<file path="src/rtl/div_pkg.sv">
// Shared constants and types for the shift-and-subtract divider.
package div_pkg;

    localparam int unsigned DIV_WIDTH_LOG = 2;
    localparam int unsigned DIV_WIDTH     = 1 << DIV_WIDTH_LOG;

    typedef enum logic [1:0] {
        IDLE = 2'd0,
        RUN  = 2'd1,
        DONE = 2'd2
    } state_t;

    typedef struct packed {
        logic [DIV_WIDTH-1:0] q;
        logic [DIV_WIDTH-1:0] r;
    } result_t;

endpackage

</file>
<file path="src/rtl/div_step.sv">
// One restoring-division step: shift the next dividend bit into the
// partial remainder and subtract the divisor when it fits.
module div_step
    import div_pkg::*;
#(
    parameter int unsigned WIDTH = DIV_WIDTH
) (
    input  logic [WIDTH-1:0] rem,
    input  logic             dvd_msb,
    input  logic [WIDTH-1:0] dvs,
    output logic [WIDTH-1:0] rem_out,
    output logic             qbit
);

    logic [WIDTH:0] t;

    // Trial subtraction; the WIDTH-bit modular difference is exact because rem < dvs.
    always_comb begin
        t       = {rem, dvd_msb};
        qbit    = 1'b0;
        rem_out = t[WIDTH-1:0];
        if (t >= {1'b0, dvs}) begin
            qbit    = 1'b1;
            rem_out = t[WIDTH-1:0] - dvs;
        end
    end

endmodule

</file>
<file path="src/rtl/div_shift_sub.sv">
// Restoring shift-and-subtract unsigned divider with data-dependent latency
// (zero-remainder early exit) and exposed current/next internal state.
module div_shift_sub
    import div_pkg::*;
#(
    parameter int unsigned WIDTH_LOG = DIV_WIDTH_LOG,
    parameter int unsigned WIDTH     = 1 << WIDTH_LOG
) (
    input  logic             clk,
    input  logic             rst,
    input  logic             in_valid,
    input  logic             stall,
    input  logic [WIDTH-1:0] a,
    input  logic [WIDTH-1:0] b,
    output logic [WIDTH-1:0] q,
    output logic [WIDTH-1:0] r,
    output logic             out_valid,
    output logic             busy,
    output logic [WIDTH-1:0] dvd_reg,
    output logic [WIDTH-1:0] rem_reg,
    output logic [WIDTH-1:0] dvd_next,
    output logic [WIDTH-1:0] rem_next,
    output logic             finish_next
);

    localparam int unsigned    CW      = WIDTH_LOG + 1;
    localparam logic [CW-1:0]  CNT_MAX = CW'(WIDTH);

    state_t           state, state_d;
    logic [WIDTH-1:0] dvs, dvs_d;
    logic [WIDTH-1:0] quo, quo_d;
    logic [WIDTH-1:0] q_d, r_d, dvd_d, rem_d;
    logic [CW-1:0]    cnt, cnt_d;
    logic [CW-1:0]    shamt;
    logic [WIDTH-1:0] step_rem;
    logic             step_qbit;

    div_step #(.WIDTH(WIDTH)) u_step (
        .rem     (rem_reg),
        .dvd_msb (dvd_reg[WIDTH-1]),
        .dvs     (dvs),
        .rem_out (step_rem),
        .qbit    (step_qbit)
    );

    // Next-state logic, computed as if unstalled; stall only gates the register update.
    always_comb begin
        state_d = state;
        q_d     = q;
        r_d     = r;
        dvd_d   = dvd_reg;
        rem_d   = rem_reg;
        quo_d   = quo;
        dvs_d   = dvs;
        cnt_d   = cnt;
        shamt   = CNT_MAX - cnt;
        unique case (state)
            IDLE: begin
                if (in_valid) begin
                    if (b == '0) begin
                        state_d = DONE;
                        q_d     = '1;
                        r_d     = a;
                    end else begin
                        state_d = RUN;
                        dvd_d   = a;
                        dvs_d   = b;
                        rem_d   = '0;
                        quo_d   = '0;
                        cnt_d   = '0;
                    end
                end
            end
            RUN: begin
                if (cnt == CNT_MAX) begin
                    state_d = DONE;
                    q_d     = quo;
                    r_d     = rem_reg;
                end else if (dvd_reg == '0 && rem_reg == '0) begin
                    // Remaining quotient bits are all zero: left-align what we have.
                    state_d = DONE;
                    q_d     = quo << shamt;
                    r_d     = '0;
                end else begin
                    rem_d = step_rem;
                    quo_d = (quo << 1) | WIDTH'(step_qbit);
                    dvd_d = dvd_reg << 1;
                    cnt_d = cnt + 1'b1;
                end
            end
            DONE: begin
                state_d = IDLE;
            end
            default: begin
                state_d = IDLE;
            end
        endcase
    end

    // State registers; async reset clears everything, stall freezes everything.
    always_ff @(posedge clk or posedge rst) begin
        if (rst) begin
            state   <= IDLE;
            q       <= '0;
            r       <= '0;
            dvd_reg <= '0;
            rem_reg <= '0;
            quo     <= '0;
            dvs     <= '0;
            cnt     <= '0;
        end else if (!stall) begin
            state   <= state_d;
            q       <= q_d;
            r       <= r_d;
            dvd_reg <= dvd_d;
            rem_reg <= rem_d;
            quo     <= quo_d;
            dvs     <= dvs_d;
            cnt     <= cnt_d;
        end
    end

    // Status and pre-stall next-state observation ports.
    always_comb begin
        out_valid   = (state == DONE);
        busy        = (state != IDLE);
        dvd_next    = dvd_d;
        rem_next    = rem_d;
        finish_next = (state_d == DONE);
    end

endmodule
</file>
<file path="config.mk">
export PLATFORM = sky130hd
export DESIGN_NAME = div_shift_sub
export DESIGN_NICKNAME = d
export VERILOG_FILES = /design/src/rtl/div_pkg.sv /design/src/rtl/div_step.sv /design/src/rtl/div_shift_sub.sv
export SDC_FILE = /design/constraint.sdc
export NUM_CORES = 1
export LEC_CHECK = 0
export ABC_AREA = 0
export BUFFER_PORTS_ARGS = -buffer_cell sky130_fd_sc_hd__buf_2
export CAP_MARGIN = 20
export CORE_UTILIZATION = 50
export DETAILED_ROUTE_END_ITERATION = 8
export PLACE_DENSITY_LB_ADDON = 0.1
export SYNTH_ARGS = -nofsm -noshare
export SYNTH_HDL_FRONTEND = slang
export SYNTH_SLANG_ARGS = --single-unit
</file>
<file path="constraint.sdc">
create_clock -name clk -period 6.68 [get_ports clk]
set_clock_uncertainty 0.2 [all_clocks]
set_input_delay 1.336 -clock clk [delete_from_list [all_inputs] [get_ports clk]]
set_output_delay 1.336 -clock clk [all_outputs]
set_load 0.02 [all_outputs]
</file>
Yosys cells after proc, flatten, opt, wreduce, memory -nomap -nowiden
Cells that the tools add are included. W data, S select, Z words.

Order comparisons: 1. Divide/modulo/power cells: 0. Bitwise gates (word level): 3. Reduce and logical (&&, ||, !) cells: 10. $add $sub $neg: 3. Equality and inequality tests: 10. Multipliers: 0. Mux-type cells: 37. Shift operators: 1.

Operators by type and width (count): $mux W4 (21); $pmux W4 S2 (5); $logic_not A4 Y1 (3); $mux W3 (4); $ne A2 B2 Y1 const B (5); $mux W2 (4); $pmux W3 S2 (1); $reduce_and A6 Y1 (1); $ge A5 B4 Y1 (1); $reduce_and A5 Y1 (1); $eq A2 B2 Y1 const B (2); $or A4 B1 Y4 (1); $pmux W2 S2 (1); $reduce_and A4 Y1 (1); $reduce_bool A2 Y1 (2); $shl A4 B3 Y4 (1); $sub A4 B4 Y4 (1); $add A3 B1 Y3 const B (1); $eq A3 B3 Y1 const B (1); $ne A3 B3 Y1 const B (1); $sub A3 B3 Y3 const A (1); $eq A2 B1 Y1 const B (1); $logic_not A2 Y1 (1); $not A1 Y1 (2); 2 further kinds (2).

Word-level logic and storage cells: 73. Bits in latches: 0. Memory bits (writable): 0. Memories: 0. Flip-flop bits (word level): 29. Bits of input ports: 12. Bits in read-only memories: 0. Output and inout port bits: 27.

Logic depth before layout (Yosys ltp)
Depth after elaboration: 6. Gate-level depth with buffers: 8. Mapped depth without buffers: 7.

Hierarchy
Synthesis repeated with hierarchy kept, for this count alone.

Cells, all modules: 189. Area total of the unflattened synthesis: 1928.1 µm².

Modules (own cells, without submodules): div_shift_sub (cells each 161, instances 1, area an instance 1704.1 µm²); div_step (cells each 28, instances 1, area an instance 224.0 µm²).

Worst setup path after synthesis
Ideal clock, no wire load.

Path type: input -> output. Start point: in b[2]. End point: out rem_next[3]. Arrival time: 2.524 ns. Setup slack: 2.620 ns. Stages: 4. Data required time: 5.144 ns. Cell sequence: o41a_1 -> a21oi_1 -> nand2_1 -> o21ai_0.

Longest elaborated chain between the ends: 4.

Ends and longest elaborated chain: start: declaration (line div_shift_sub.sv:14) `input logic [WIDTH-1:0] b,`; $logic_not A4 Y1 (line div_shift_sub.sv:60) `if (b == '0) begin`; $mux W4 (line div_shift_sub.sv:60); $mux W4 (line div_shift_sub.sv:59) `if (in_valid) begin`; $pmux W4 S2 (line div_shift_sub.sv:57) `unique case (state)`; end: declaration (line div_shift_sub.sv:22) `output logic [WIDTH-1:0] rem_next,`.

No other way between the ends.

Worst setup path in the final report
Start point: in b[2]. End point: out rem_next[0].

Same word-level chain as after synthesis.

==> summary.md <==
| Metric | Value |
|---|---|
| Kind of cell adding the most delay to the critical path | `compound AO/OA/AOI/OAI gates` |
| CTS Buffer Depth | `2` |
| Worst skew pair latency | `0.27 ns` |
| Final Hold Fails | `0` |
| Avg Cell Area, Syn | `a little under 10 µm²` |
| Crit end category | `output pin` |
| Kind of critical path | `input pin to output pin` |
| Crit Path Max Fanout | `10` |
| Post-synth ARST share | `100%` |
| Initial core utilization | `53.4%` |
| Comb power frac | `59.5%` |
| Final slew viol count | `0` |
| Global-route wire length before repair | `7140 µm` |
| Seq/Total Area, Yosys | `39.5%` |
| Synthesized instance count | `190` |
| DR vias | `1609` |
| TritonCTS buffer count | `5` |
| Area Overhead vs Synth | `17.8%` |
| Die extent in y | `62.7 µm` |
| Pin count of the biggest net entering global routing | `30` |
| Syn Std Cell Area | `0.00184 mm²` |
| Final wirelength | `4160 µm` |
| Leak pwr | `1.02 nW` |
| Routability congestion estimate | `0.914` |
| Synth unique cells | `44` |
| Post-layout instance area | `about 0.0022 mm²` |
| Minimum clock period | `4.44 ns` |
| Setup_tns | `0 ns` |
| Peak supply drop | `0.000300 V` |
| Internal | `0.604 mW` |
| Reg clk slew, reported paths | `0.06 ns` |
| Most common cell on crit path | `buf_2` |
| Yosys top cell area share | `39.5%` |
| Most frequent cells in the layout | `buf_2 (38), dfrtp_1 (29), nand2_1 (23), o21ai_0 (16), inv_1 (13)` |
| Pre-Repair DR Iteration Count | `4` |
| Depth of the CTS H-tree | `2` |
| Vias per cell | `approximately 6` |
| Max incr delay on CP | `0.57 ns` |
| GRT Residual Overflow | `0` |
| Die X | `~63 µm` |
| Core ar. | `around 0.0034 mm²` |
| Final setup viols | `0` |
| CTS tree | `done` |
| Share of cells above drive strength 1 | `26.3%` |
| Final Cycle Share | `between 60 and 70%` |
| Vias in the first global route | `1555` |
| Cell taking the most area after synthesis | `dfrtp_1` |
| Power share of the clock group | `11.9%` |
| Reg power frac | `28.6%` |
| Slew HR | `37.1%` |
| ANT nets after route | `0` |
| RSZ-0062 raised after global routing | `no` |
| Hold_buf cts | `0` |
| Post-synth top flop | `dfrtp_1` |
| CP required | `a little over 5 ns` |
| Hold Path Class | `register to register` |
| Max stage delay cell, worst path | `a21oi_1` |
| Switching power total | `0.565 mW` |
| Fmax | `0.225 GHz` |
| WP buf/inv | `2` |
| Post-synth EDFFs | `0` |
| Number of I/O port buffers | `38` |
| PwrDens | `540 mW/mm²` |
| WP data arrival | `2.91 ns` |
| Wire per inst | `15.2 µm` |
| Max-Cap Viols | `0` |
| Synth top area cells | `dfrtp_1 (39%), mux2_2 (6.1%), ha_1 (4.8%)` |
| Worst slew pin tran | `0.936 ns` |
| DR DRC count | `0` |
| Total GRT Usage | `between 20% and 30%` |
| Placed cell area | `0.00205 mm²` |
| Status | `finished, final reports clean` |
| DP HPWL | `about 3100 µm` |
| # IOs | `39` |
| Initial antenna violation count | `0` |
| N_diodes | `0` |
| NumNets Final | `248` |
| Synthesized net count | `210` |
| Final core utilization | `62.9%` |
| Leading cell type in the layout, fill and taps excluded | `buf_2` |
| Detailed router's first-iteration violation count | `about 120` |
| Die ar. | `0.00393 mm²` |
| CTS Sinks | `29` |
| Syn. warnings | `0` |
| Post-CTS Setup Bufs | `0` |
| Switching share of total power | `between 40% and 50%` |
| Post-synthesis register bit count | `29` |
| Resized cells post-CTS | `0` |
| Worst path cell trace | `buf_2 -> o41a_1 -> a21oi_1 -> nand2_1 -> o211ai_1 -> buf_2` |
| Row count | `21` |
| Clock root buffer | `clkbuf_8` |
| Element type at the critical path start | `input pin` |
[final cells by class]
type                            count  area [µm²]
Timing Repair Buffer               39         218
Tap cell                           46        57.6
Fill cell                         300        1280
Multi-Input combinational cell    140        1030
Sequential cell                    29         726
Inverter                           13        48.8
Clock buffer                        7        86.3
[path summary, 6_finish.rpt]
check                             from           to  slack, ns  depth (start not counted)
worst max-delay path              b[2]  rem_next[0]       2.24                          6
worst min-delay path              r[3]         r[3]       0.28                          1
worst min register to register    r[3]         r[3]       0.28                          1
min in group asynchronous          rst       cnt[1]       0.86                          2
max in group asynchronous          rst         r[0]       4.97                          3
worst max register to register  cnt[0]       quo[2]       3.55                          7
[through the flow]
stage	std cells	worst slack, ns	total power [mW]	hold slack [ns]
after CTS	273	2.24	1.17	0.283
after global routing	274	2.09	1.26	0.318
after floorplan	190	2.62	0.840	0.287
final	274	2.24	1.17	0.280
after global placement	266	2.28	1.00	0.264
after detailed placement	266	2.24	1.03	0.270
[power groups by stage]
stage	Combinational, mW	Sequential (mW)	Clock, mW
floorplan	0.490	0.350	0
finish	0.695	0.335	0.139
detailed placement	0.691	0.337	0
global route	0.765	0.345	0.150
CTS	0.693	0.333	0.142
global placement	0.671	0.332	0
[worst register-to-register path, stage by stage, from the launching register on]
cell      delay, ns
dfrtp_1        0.43
inv_1          0.12
ha_1           0.21
ha_1           0.34
nor3b_1        0.47
a21boi_2       0.46
o21a_1         0.40
mux2_2         0.38
[cells in the mapped netlist, types with 2 or more instances]
cell type and number:
o21a_1 2, a221o_1 3, nand4_1 4, ha_1 7, nor4_1 3, mux2_2 10, and2_1 2, o31ai_1 2
nand3b_1 5, a22o_1 3, mux2i_1 7, a32o_1 2, o211ai_1 4, inv_1 13, clkbuf_1 6, dfrtp_1 29
a21o_1 5, nand2b_1 3, nand2_1 23, o21ai_0 16, nor2_1 5, nor3b_1 2, nor3_1 3, nor2b_1 3
a21oi_1 8, nor4_4 2
[routing by layer]
layer	vias up	global-route usage (%)	wire (µm)
met3	4	4.74	184
met1	775	30.0	1960
met5	-	0	0
li1	780	-	-
met2	50	37.9	1980
met4	0	8.43	36
[logic make-up after synthesis]
logic type,Yosys count,synth area share [%]
multiplexers,18,10.5
flip-flops,29,39.5
adder cells (fa/ha/maj),8,5.85
AND/OR/NAND/NOR,60,18.9
AO/OA/AOI/OAI,53,20.2
buffers and inverters,21,4.56
XOR/XNOR,1,0.476
Note: power is estimated with default switching activity, not from simulation.
